**src/rtl/cell_in_loader.sv**
```systemverilog
// cell_in_loader: input buffer of the LSTM cell.
// Captures M elements written by the array output stage (any order, rewrites allowed),
// then streams them to the cell in ascending address order over valid/ready.
//
// Ports:
//   sys_clk          system clock, rising edge
//   reset            asynchronous active-high reset
//   start_load_cell  arms the buffer for a new load (restarts an ongoing fill)
//   data_in          element from the output stage
//   address_write    target address of data_in
//   we               write strobe
//   buffer_full      high while draining (all M elements captured)
//   cell_data        element presented to the cell
//   cell_valid       cell_data valid
//   cell_ready       cell accepts cell_data
//   cell_last        high with cell_valid on element M-1
//   done             one-cycle pulse after the final handshake
//   wr_err           sticky write-error flag, cleared by start_load_cell
module cell_in_loader #(
  parameter int unsigned FEATURE_BITS = 4,
  parameter int unsigned ELEMENT_BITS = 8,
  parameter int unsigned M            = 9
) (
  input  logic                    sys_clk,
  input  logic                    reset,
  input  logic                    start_load_cell,
  input  logic [ELEMENT_BITS-1:0] data_in,
  input  logic [FEATURE_BITS-1:0] address_write,
  input  logic                    we,
  output logic                    buffer_full,
  output logic [ELEMENT_BITS-1:0] cell_data,
  output logic                    cell_valid,
  input  logic                    cell_ready,
  output logic                    cell_last,
  output logic                    done,
  output logic                    wr_err
);

  localparam logic [FEATURE_BITS-1:0] LpM    = FEATURE_BITS'(M);
  localparam logic [FEATURE_BITS-1:0] LpLast = FEATURE_BITS'(M - 1);

  typedef enum logic [1:0] {StIdle, StFill, StDrain} state_e;

  state_e                  r_state;
  logic [ELEMENT_BITS-1:0] r_array [M];
  logic [M-1:0]            r_written;
  logic [FEATURE_BITS-1:0] r_fill_cnt;
  logic [FEATURE_BITS-1:0] r_rd_ptr;
  logic                    r_done;
  logic                    r_wr_err;

  logic w_addr_ok;
  logic w_new_addr;

  assign w_addr_ok  = (address_write < LpM);
  // Only meaningful when w_addr_ok; the AND keeps an out-of-range index harmless.
  assign w_new_addr = w_addr_ok && !r_written[address_write];

  always_ff @(posedge sys_clk or posedge reset) begin
    if (reset) begin
      r_state    <= StIdle;
      r_written  <= '0;
      r_fill_cnt <= '0;
      r_rd_ptr   <= '0;
      r_done     <= 1'b0;
      r_wr_err   <= 1'b0;
      for (int i = 0; i < int'(M); i++) begin
        r_array[i] <= '0;
      end
    end else begin
      r_done <= 1'b0;
      unique case (r_state)
        StIdle: begin
          if (start_load_cell) begin
            r_state    <= StFill;
            r_written  <= '0;
            r_fill_cnt <= '0;
            r_wr_err   <= 1'b0;
          end
        end
        StFill: begin
          // A restart wins over a coincident write.
          if (start_load_cell) begin
            r_written  <= '0;
            r_fill_cnt <= '0;
            r_wr_err   <= 1'b0;
          end else if (we) begin
            if (w_addr_ok) begin
              r_array[address_write] <= data_in;
              if (w_new_addr) begin
                r_written[address_write] <= 1'b1;
                r_fill_cnt               <= r_fill_cnt + 1'b1;
                // This write supplies the last missing address.
                if (r_fill_cnt == LpLast) begin
                  r_state <= StDrain;
                end
              end
            end else begin
              r_wr_err <= 1'b1;
            end
          end
        end
        StDrain: begin
          if (we) begin
            r_wr_err <= 1'b1;
          end
          if (cell_ready) begin
            if (r_rd_ptr == LpLast) begin
              r_state  <= StIdle;
              r_rd_ptr <= '0;
              r_done   <= 1'b1;
            end else begin
              r_rd_ptr <= r_rd_ptr + 1'b1;
            end
          end
        end
        default: r_state <= StIdle;
      endcase
    end
  end

  assign cell_valid  = (r_state == StDrain);
  assign buffer_full = cell_valid;
  assign cell_data   = cell_valid ? r_array[r_rd_ptr] : '0;
  assign cell_last   = cell_valid && (r_rd_ptr == LpLast);
  assign done        = r_done;
  assign wr_err      = r_wr_err;

endmodule

```
**config.mk**
```make
export PLATFORM = sky130hd
export DESIGN_NAME = cell_in_loader
export DESIGN_NICKNAME = d
export VERILOG_FILES = /design/src/rtl/cell_in_loader.sv
export SDC_FILE = /design/constraint.sdc
export NUM_CORES = 1
export LEC_CHECK = 0
export CORE_ASPECT_RATIO = 0.7
export CORE_MARGIN = 5
export CORE_UTILIZATION = 50
export DETAILED_ROUTE_END_ITERATION = 8
export PLACE_DENSITY = 0.79
export SYNTH_ARGS = -nofsm -noshare
export SYNTH_HDL_FRONTEND = slang
export SYNTH_SLANG_ARGS = --single-unit
export TNS_END_PERCENT = 1
```
**constraint.sdc**
```tcl
create_clock -name sys_clk -period 6.5 [get_ports sys_clk]
set_input_delay 0.975 -clock sys_clk [delete_from_list [all_inputs] [get_ports sys_clk]]
set_output_delay 0.975 -clock sys_clk [all_outputs]
set_load 0.005 [all_outputs]
```
; ---- Word-level counts from Yosys, hierarchy flattened
; Cells that the tools add are included.
[classes]
order_cmp = 6
n_eq_ne = 17
n_addsub = 2
bitwise = 4
n_mux = 42
reduce_logical = 13
[op_table]
columns = cell, n
row1 = $bwmux W72, 1
row2 = $mux W9, 5
row3 = $bmux W8 S4, 1
row4 = $demux W8 S4, 1
row5 = $mux W8, 4
row6 = $mux W4, 6
row7 = $pmux W9 S2, 1
row8 = $mux W2, 8
row9 = $ne A2 B2 Y1 const B, 7
row10 = $ne A3 B3 Y1 const B, 4
row11 = $ge A5 B5 Y1 const B, 2
row12 = $mux W1, 10
row13 = $not A4 Y5, 2
row14 = $reduce_and A5 Y1, 2
row15 = $or A9 B9 Y9, 1
row16 = $add A4 B1 Y4 const B, 2
row17 = $eq A4 B4 Y1 const B, 2
row18 = $pmux W4 S2, 1
row19 = $reduce_and A8 Y1, 1
row20 = $pmux W2 S3, 1
row21 = $lt A4 B5 Y1 const B, 1
row22 = $lt A5 B1 Y1 const B, 1
row23 = $bmux W1 S4, 1
row24 = $demux W1 S4, 1
row25 = other kinds (14), 18
[totals]
output_inout_bits = 13
inputBits = 17
elab_cells = 99
register_bits = 93

; ---- Logic depth before layout (Yosys ltp)
; Gate-level depths: netlist (run 1).
[logic_depth]
ltp_word = 10
mapped_depth = 8
depth_no_buf = 7

; ---- Worst setup path after synthesis (run 1)
; Ideal clock, no wire load.
[synth_timing]
path_kind = input to register
startpoint = input port address_write[0]
endpoint = register r_fill_cnt[3]
setup_time_ns = 0.077
arrival_ns = 2.612
cell_stages = 7
required_ns = 6.423
path_buffers = 2
slack_ns = 3.811
cell_sequence = buf_6 > mux2_4 > o2bb2ai_2 > or4_1 > buf_2 > or3_1 > a21oi_1
[synth_via]
elab_chain_cells = 6
elab_cells_between_ends = 8
classes_between = 1 x order compare / 2 x eq/ne / 2 x mux / 3 x reduce/logical
[synth_rtl]
columns = element, line
row1 = "start, declared", 28  ; input logic [FEATURE_BITS-1:0] address_write,
row2 = $bmux W1 S4, 57  ; assign w_new_addr = w_addr_ok && !r_written[address_write];
row3 = $mux W1 (implied by the code), 57
row4 = $logic_not A1 Y1, 57
row5 = $logic_and A1 B1 Y1, 57
row6 = $ne A3 B3 Y1 (no source line), -
row7 = $reduce_and A5 Y1 (no source line) *, -
row8 = "end signal, assigned", 92  ; r_fill_cnt <= r_fill_cnt + 1'b1;
row9 = "end, declared", 47  ; logic [FEATURE_BITS-1:0] r_fill_cnt;
; Mark *: on every way between the ends. The rest lies on a longest branch, timed or not. The select of a mux whose other input is x is not followed.
; A chain may end at the register's enable or synchronous reset.

; ---- Worst setup path in the final report (run 1)
[layout_timing]
startpoint = register r_rd_ptr[2]
endpoint = output port cell_data[3]
[layout_via]
elab_chain_cells = 5
[layout_rtl]
columns = element, line
row1 = "start, declared", 48  ; logic [FEATURE_BITS-1:0] r_rd_ptr;
row2 = "start signal, assigned", 113  ; r_rd_ptr <= r_rd_ptr + 1'b1;
row3 = $not A4 Y5 (implied by the code), 124  ; assign cell_data = cell_valid ? r_array[r_rd_ptr] : '0;
row4 = $bmux W8 S4, 124
row5 = $mux W8 (implied by the code) (2 in series), 124
row6 = $mux W8, 124
row7 = "end, declared", 31  ; output logic [ELEMENT_BITS-1:0] cell_data,
; No other way between the ends. The select of a mux whose other input is x is not followed.

==> metrics.cfg, run 1 <==
[grt]
grt_first_pass_wirelength_um=16100
grt_usage_pct=19.1
grt_max_degree=57
grt_pass1_vias=3039
gr-total-overflow=0
grt_antenna_before_repair=0

[cts]
insertion_delay_ns=0.33
cts_tree=done
hold_buffers=0
clk_path_buf_depth=2
root_buffer=clkbuf_16
cts_sinks=93
ctsHtreeMaxLevel=3
cts_buffers=9
clk_pin_slew_ns=0.06
post_cts_resized=0
cts_setup_buffers=0

[logic_synthesis]
yosysTopAreaCell=dfrtp_1
synth_most_common_cell=dfrtp_1
yosysWarnings=0
syn-mean-instance-area_um2=13.1
syn_nets=372
ys_types=45
synthTopCellsByArea=dfrtp_1 51%, mux2_2 18%, mux4_2 7.9%, mux2i_1 2.6%, ha_1 2.2%
ys_seq_elements=93
synth_area_mm2=0.00454
synth_commonest_cells=93 x dfrtp_1, 73 x mux2_2, 18 x nand2_1, 16 x mux4_2, 16 x o21ai_0
syn_inst=347
netlist.area_leader.share_pct=51.3
ys.flop_type=dfrtp_1
async_reset_ff_share_pct=100
ys_seq_area_share_pct=51.3
synth_edf_count=0

[setup_path]
crit_chain=and4b_1, nand2_1, o21ai_0, clkdlybuf4s50_1
crit_path_max_incr_delay_ns=0.73
crit_arrival_ns=2.58
r2r_slack_ns=3.96
regToRegStartpoint=r_state[1]
path_max_fanout=21
cp_num_buf_inv=1
worst-path-stages=4
cp-startpoint=r_rd_ptr[2]
path_class=reg2out
worstSetupEndpoint=cell_data[3]
start_kind=register
crit_family=simple AND/OR/NAND/NOR gates
reg2reg_to=r_array[46]
rr_worst_depth=6
end_kind=output port
slowest_stage=dfrtp_1
required_ns=5.52

[routing]
drt_iter0_drc=157
firstDrtPassIters=4
drtAntennaViolNets=0
via_count=2895
finalWirelength_um=9470
drc=0
viasPerCell=5.76
wl_per_cell_um=18.8

[timing]
worst_pin_slew_ns=1.00
relSlewSlack_pct=32.9
tns_ns=0
setup_viol=0
finClkSkew_ns=0.00587
fin_crit_ns=3.55
period_share_pct=54.7
max_freq_mhz=281
slew_violations=0
grt_setup_unrepaired=false
finalHoldViolCount=0

[layout]
antenna_cells=0
layout-drive-gt1-share_pct=29.0
layout.nets=399
multiInputGateArea_mm2=0.00209
register_area_mm2=0.00233
utilization_pct=58.9
area_growth_pct=16.3
fill_cells=708

[power_and_ir_drop]
switching_share_pct=24.3
clock_power_share_pct=35.8
p_per_area_mw_per_mm2=317
p_int_mw=1.26
p_comb_share_pct=17.9
p_switching_uw=406
peakVddDrop_mv=0.222
seq_power_share_pct=46.4
power.static_leakage_nw=2.38

[floorplan]
design.die.area_mm2=0.0111
die_w_um=124
initial_utilization_pct=50.6
ios=30
coreArea_mm2=0.00896
num_rows=29
die_height_um=89.7

[place]
dp_hpwl_um=6290
io_buffer_count=29
gp_congestion=0.846

[run_status]
status=finished clean

[job]
maxCapViolCount=0

[worst_hold_path]
hold_path_class=reg2reg

==> through the flow <==
stage / std cells / hold WS (ns) / setup WS [ns] / area (um^2) / power (mW)
6_report: 503 / 0.494 / 2.95 / 5280 / 1.67
5_1_grt: 503 / 0.503 / 2.81 / 5280 / 1.76
4_1_cts: 503 / 0.497 / 2.97 / 5280 / 1.68
3_5_place_dp: 487 / 0.482 / 2.90 / 4930 / 1.08
3_3_place_gp: 487 / 0.480 / 2.96 / 4930 / 1.06
2_1_floorplan: 347 / 0.462 / 3.10 / 4540 / 0.997
==> worst reg2reg max path, cell delays in order (launching register included) <==
cell	delay, ns
dfrtp_1	0.41
inv_1	0.10
ha_1	0.34
and3b_1	0.26
nand2b_1	0.11
nor2_1	0.77
mux2_2	0.43
==> cells in the final DEF, fill, tap and decap left out, drive strengths merged, types with 2 or more instances in the layout <==
master         instances
and2                   2
o31ai                  2
clkbuf                11
a21oi                  6
nor3                   6
nor2b                  8
nor2                  14
a21o                   2
bufinv                 3
and3b                  4
o21a                   6
nand3                  4
mux2                  74
buf                    2
nand4                  2
ha                     8
inv                   12
o32ai                  2
nor4                   2
mux2i                 12
mux4                  16
nand2b                 5
or3                    3
clkdlybuf4s50         29
dfrtp                 93
nand2                 18
o21ai                 17
==> flip-flops by register name, indices dropped and copies added, names as in the netlist <==
signal      cells
r_array        72
r_written       9
r_fill_cnt      4
r_rd_ptr        4
r_state         2
done            1
wr_err          1
==> cell families (layout without fill, tap and decap cells) <==
group / count (synthesis) / after routing / synth area share (%)
AND/OR/NAND/NOR: 75 / 75 / 8.88
adder cells (fa/ha/maj): 8 / 8 / 2.21
flip-flops: 93 / 93 / 51.3
AO/OA/AOI/OAI: 42 / 42 / 5.99
multiplexers: 102 / 102 / 29.0
buffers and inverters: 27 / 59 / 2.57
==> power by group through the flow <==
stage / Sequential [mW] / Clock (mW) / Combinational (mW)
detailed placement: 0.783 / 0 / 0.298
global placement: 0.772 / 0 / 0.284
global route: 0.790 / 0.634 / 0.333
CTS: 0.774 / 0.606 / 0.300
finish: 0.775 / 0.597 / 0.299
floorplan: 0.759 / 0 / 0.239
==> final cells by class <==
type	instances	share of cell area (%)
inverters	12	0.878
clock inverters	5	2.02
repair buffers	31	5.79
flip-flops and latches	93	44.1
well taps	124	2.94
clock buffers	11	4.60
multi-input cells	227	39.7
==> layer usage <==
| metal | routed length (um) | up-vias | global-route usage (%) |
|---|---|---|---|
| met3 | 625 | 10 | 3.69 |
| li1 | - | 1320 | - |
| met4 | 74 | 0 | 4.72 |
| met5 | 0 | - | 0 |
| met2 | 4640 | 81 | 31.6 |
| met1 | 4140 | 1484 | 26.3 |
==> worst min-delay path by stage <==
stage / slack, ns / to / depth (start not counted) / startpoint
floorplan: 0.46 / r_written[2] / 2 / r_written[2]
global placement: 0.48 / r_written[4] / 1 / r_written[4]
detailed placement: 0.48 / r_written[7] / 1 / r_written[7]
CTS: 0.50 / r_written[7] / 1 / r_written[7]
global route: 0.50 / r_written[7] / 1 / r_written[7]
finish: 0.49 / r_written[7] / 1 / r_written[7]
Note: power is estimated with default switching activity, not from simulation.
==> run 2: changes to the inputs <==
PLACE_DENSITY = 0.82   (was 0.79)
clock period = 3.1 ns   (was 6.5 ns; I/O delays follow)
==> run 2 against run 1 <==
  * Final cell count up 1.8%
  * Flip-flop and latch count is the same
  * Clock-buffer cell count decreased by 2
  * First-iteration DRC count rose by 34%
  * Hold slack got worse by 0.00073 ns
  * Sequential share of layout area decreased by 0.75 points
  * Non-clock buffer count is 9 higher
  * Clock power is 110% higher
  * Via count rose by 2.5%
  * Clock skew up 0.0021 ns
  * Largest power group unchanged
==> metrics.cfg, run 2 (synthesized netlist as in run 1, its figures left out) <==
[cts]
root_buffer=clkbuf_16
cts_sinks=93  ; unchanged
ctsHtreeMaxLevel=3  ; unchanged
clk_pin_slew_ns=0.07  ; about the same
insertion_delay_ns=0.34  ; about the same
clk_path_buf_depth=2  ; unchanged
cts_buffers=9  ; unchanged
cts_tree=done
cts_setup_buffers=0  ; unchanged

[worst_hold_path]
hold_path_class=reg2reg

[layout]
layout.nets=408  ; +2.3%
area_growth_pct=18.4
utilization_pct=59.9  ; +1.0 points
largest_reg_flops=72  ; unchanged
register_area_mm2=0.00233  ; about the same
antenna_cells=0  ; unchanged
fin_cells=512  ; +1.8%
regMostFlops=r_array
largestRegisters=r_array: 72 flops, r_written: 9 flops
multiInputGateArea_mm2=0.00210  ; +0.18%
layout-drive-gt1-share_pct=31.7  ; +2.7 points
final_common_cell=dfrtp_1
fill_cells=714  ; +0.85%
final_cell_mix=92 x dfrtp_1, 73 x mux2_2, 29 x clkdlybuf4s50_1

[place]
place_ws_ns=0.292  ; -2.61 ns
dpl.cell_count=496  ; +1.8%
dp_hpwl_um=6560  ; +4.3%
io_buffer_count=29  ; unchanged
gp_congestion=0.867  ; +2.5%

[setup_path]
start_kind=register
crit_path_max_incr_delay_ns=0.57  ; -0.16 ns
cp_num_buf_inv=2  ; +1
end_kind=output port
crit_chain=inv_1, ha_1, and4b_2, nand2_1, o21ai_0, clkdlybuf4s50_1
path_class=reg2out
r2r_slack_ns=0.72  ; -3.24 ns
required_ns=2.63  ; -2.89 ns
crit_arrival_ns=2.45  ; -0.13 ns
crit_family=buffers and inverters
slowest_stage=clkdlybuf4s50_1
path_max_fanout=10  ; -52%

[grt]
grt_max_degree=52  ; -8.8%
grt_antenna_before_repair=0  ; unchanged
grt_first_pass_wirelength_um=16000  ; -0.68%
grt_pass1_vias=3066  ; +0.89%
gr-total-overflow=0  ; unchanged
grt_usage_pct=19.4  ; +0.34 points

[timing]
fin_crit_ns=2.92
finClkSkew_ns=0.00796  ; +0.00209 ns
tns_ns=0  ; unchanged
slew_violations=0  ; unchanged
setup_viol=0  ; unchanged
grt_setup_unrepaired=false
max_freq_mhz=343
whs_ns=0.493  ; -0.000727 ns
finalHoldViolCount=0  ; unchanged
worst_pin_slew_ns=0.873  ; -0.131 ns
fin_ws_ns=0.181  ; -2.77 ns
period_share_pct=94.2
relSlewSlack_pct=41.8  ; +9.0 points

[routing]
drtAntennaViolNets=0  ; unchanged
finalWirelength_um=9840  ; +3.8%
firstDrtPassIters=4  ; unchanged
drc=0  ; unchanged
via_count=2967  ; +2.5%
viasPerCell=5.79  ; +0.69%
wl_per_cell_um=19.2  ; +2.0%
drt_iter0_drc=210  ; +34%

[job]
maxCapViolCount=0  ; unchanged

[floorplan]
num_rows=29  ; unchanged
die_height_um=89.7  ; unchanged
coreArea_mm2=0.00896  ; unchanged
ios=30  ; unchanged
initial_utilization_pct=50.6  ; unchanged
design.die.area_mm2=0.0111  ; unchanged
die_w_um=124  ; unchanged

[run_status]
status=finished clean

[power_and_ir_drop]
peakVddDrop_mv=0.499  ; +120%
p_per_area_mw_per_mm2=658  ; +110%
power.static_leakage_nw=2.43  ; +2.2%

run 2: cell types whose count changed in the layout (fill, tap and decap cells not counted), sizes merged:
cell and delta:
clkbuf -2, inv +1, buf +9, clkinv +1
run 2: layout make-up:
type	instances	share of cell area, %
clock buffer	9	4.19
clock inverter	7	2.24
inverter	12	0.862
multi-input combinational	227	39.0
sequential	93	43.4
tap	124	2.89
timing repair buffer	40	7.41
run 2: power breakdown:
group	switching [mW]	total, mW	internal (mW)
Sequential	0.143	1.62	1.48
Clock	0.474	1.27	0.792
Combinational	0.274	0.642	0.368
run 2: per-layer routing:
layer  track usage, %  up-vias  part of all wire [%]
met2             32.7       99                    49
met4             5.33        0                  0.96
met5                0        -                     0
met3             5.07       10                   7.3
li1                 -     1346                     -
met1             25.4     1512                    43
run 2: worst paths after layout:
path | start | to | cells after the start
max in group asynchronous | reset | r_fill_cnt[3] | 3
min in group asynchronous | reset | r_array[20] | 2
hold / removal | r_written[0] | r_written[0] | 1
setup reg to reg | r_state[1] | r_array[15] | 6
hold reg to reg | r_written[0] | r_written[0] | 1
setup / recovery | r_state[0] | cell_data[1] | 6
run 2: repair_timing:
action                                  in CTS  in global routing
gates resized for setup                      0                  3
endpoints found under the setup margin       0                  5
hold buffers                                 0                  0
run 2: per-stage QoR:
stage | power (mW) | instance area [um^2]
floorplan | 2.09 | 4540
global placement | 2.22 | 5020
detailed placement | 2.28 | 5020
CTS | 3.56 | 5360
global route | 3.70 | 5370
finish | 3.53 | 5370
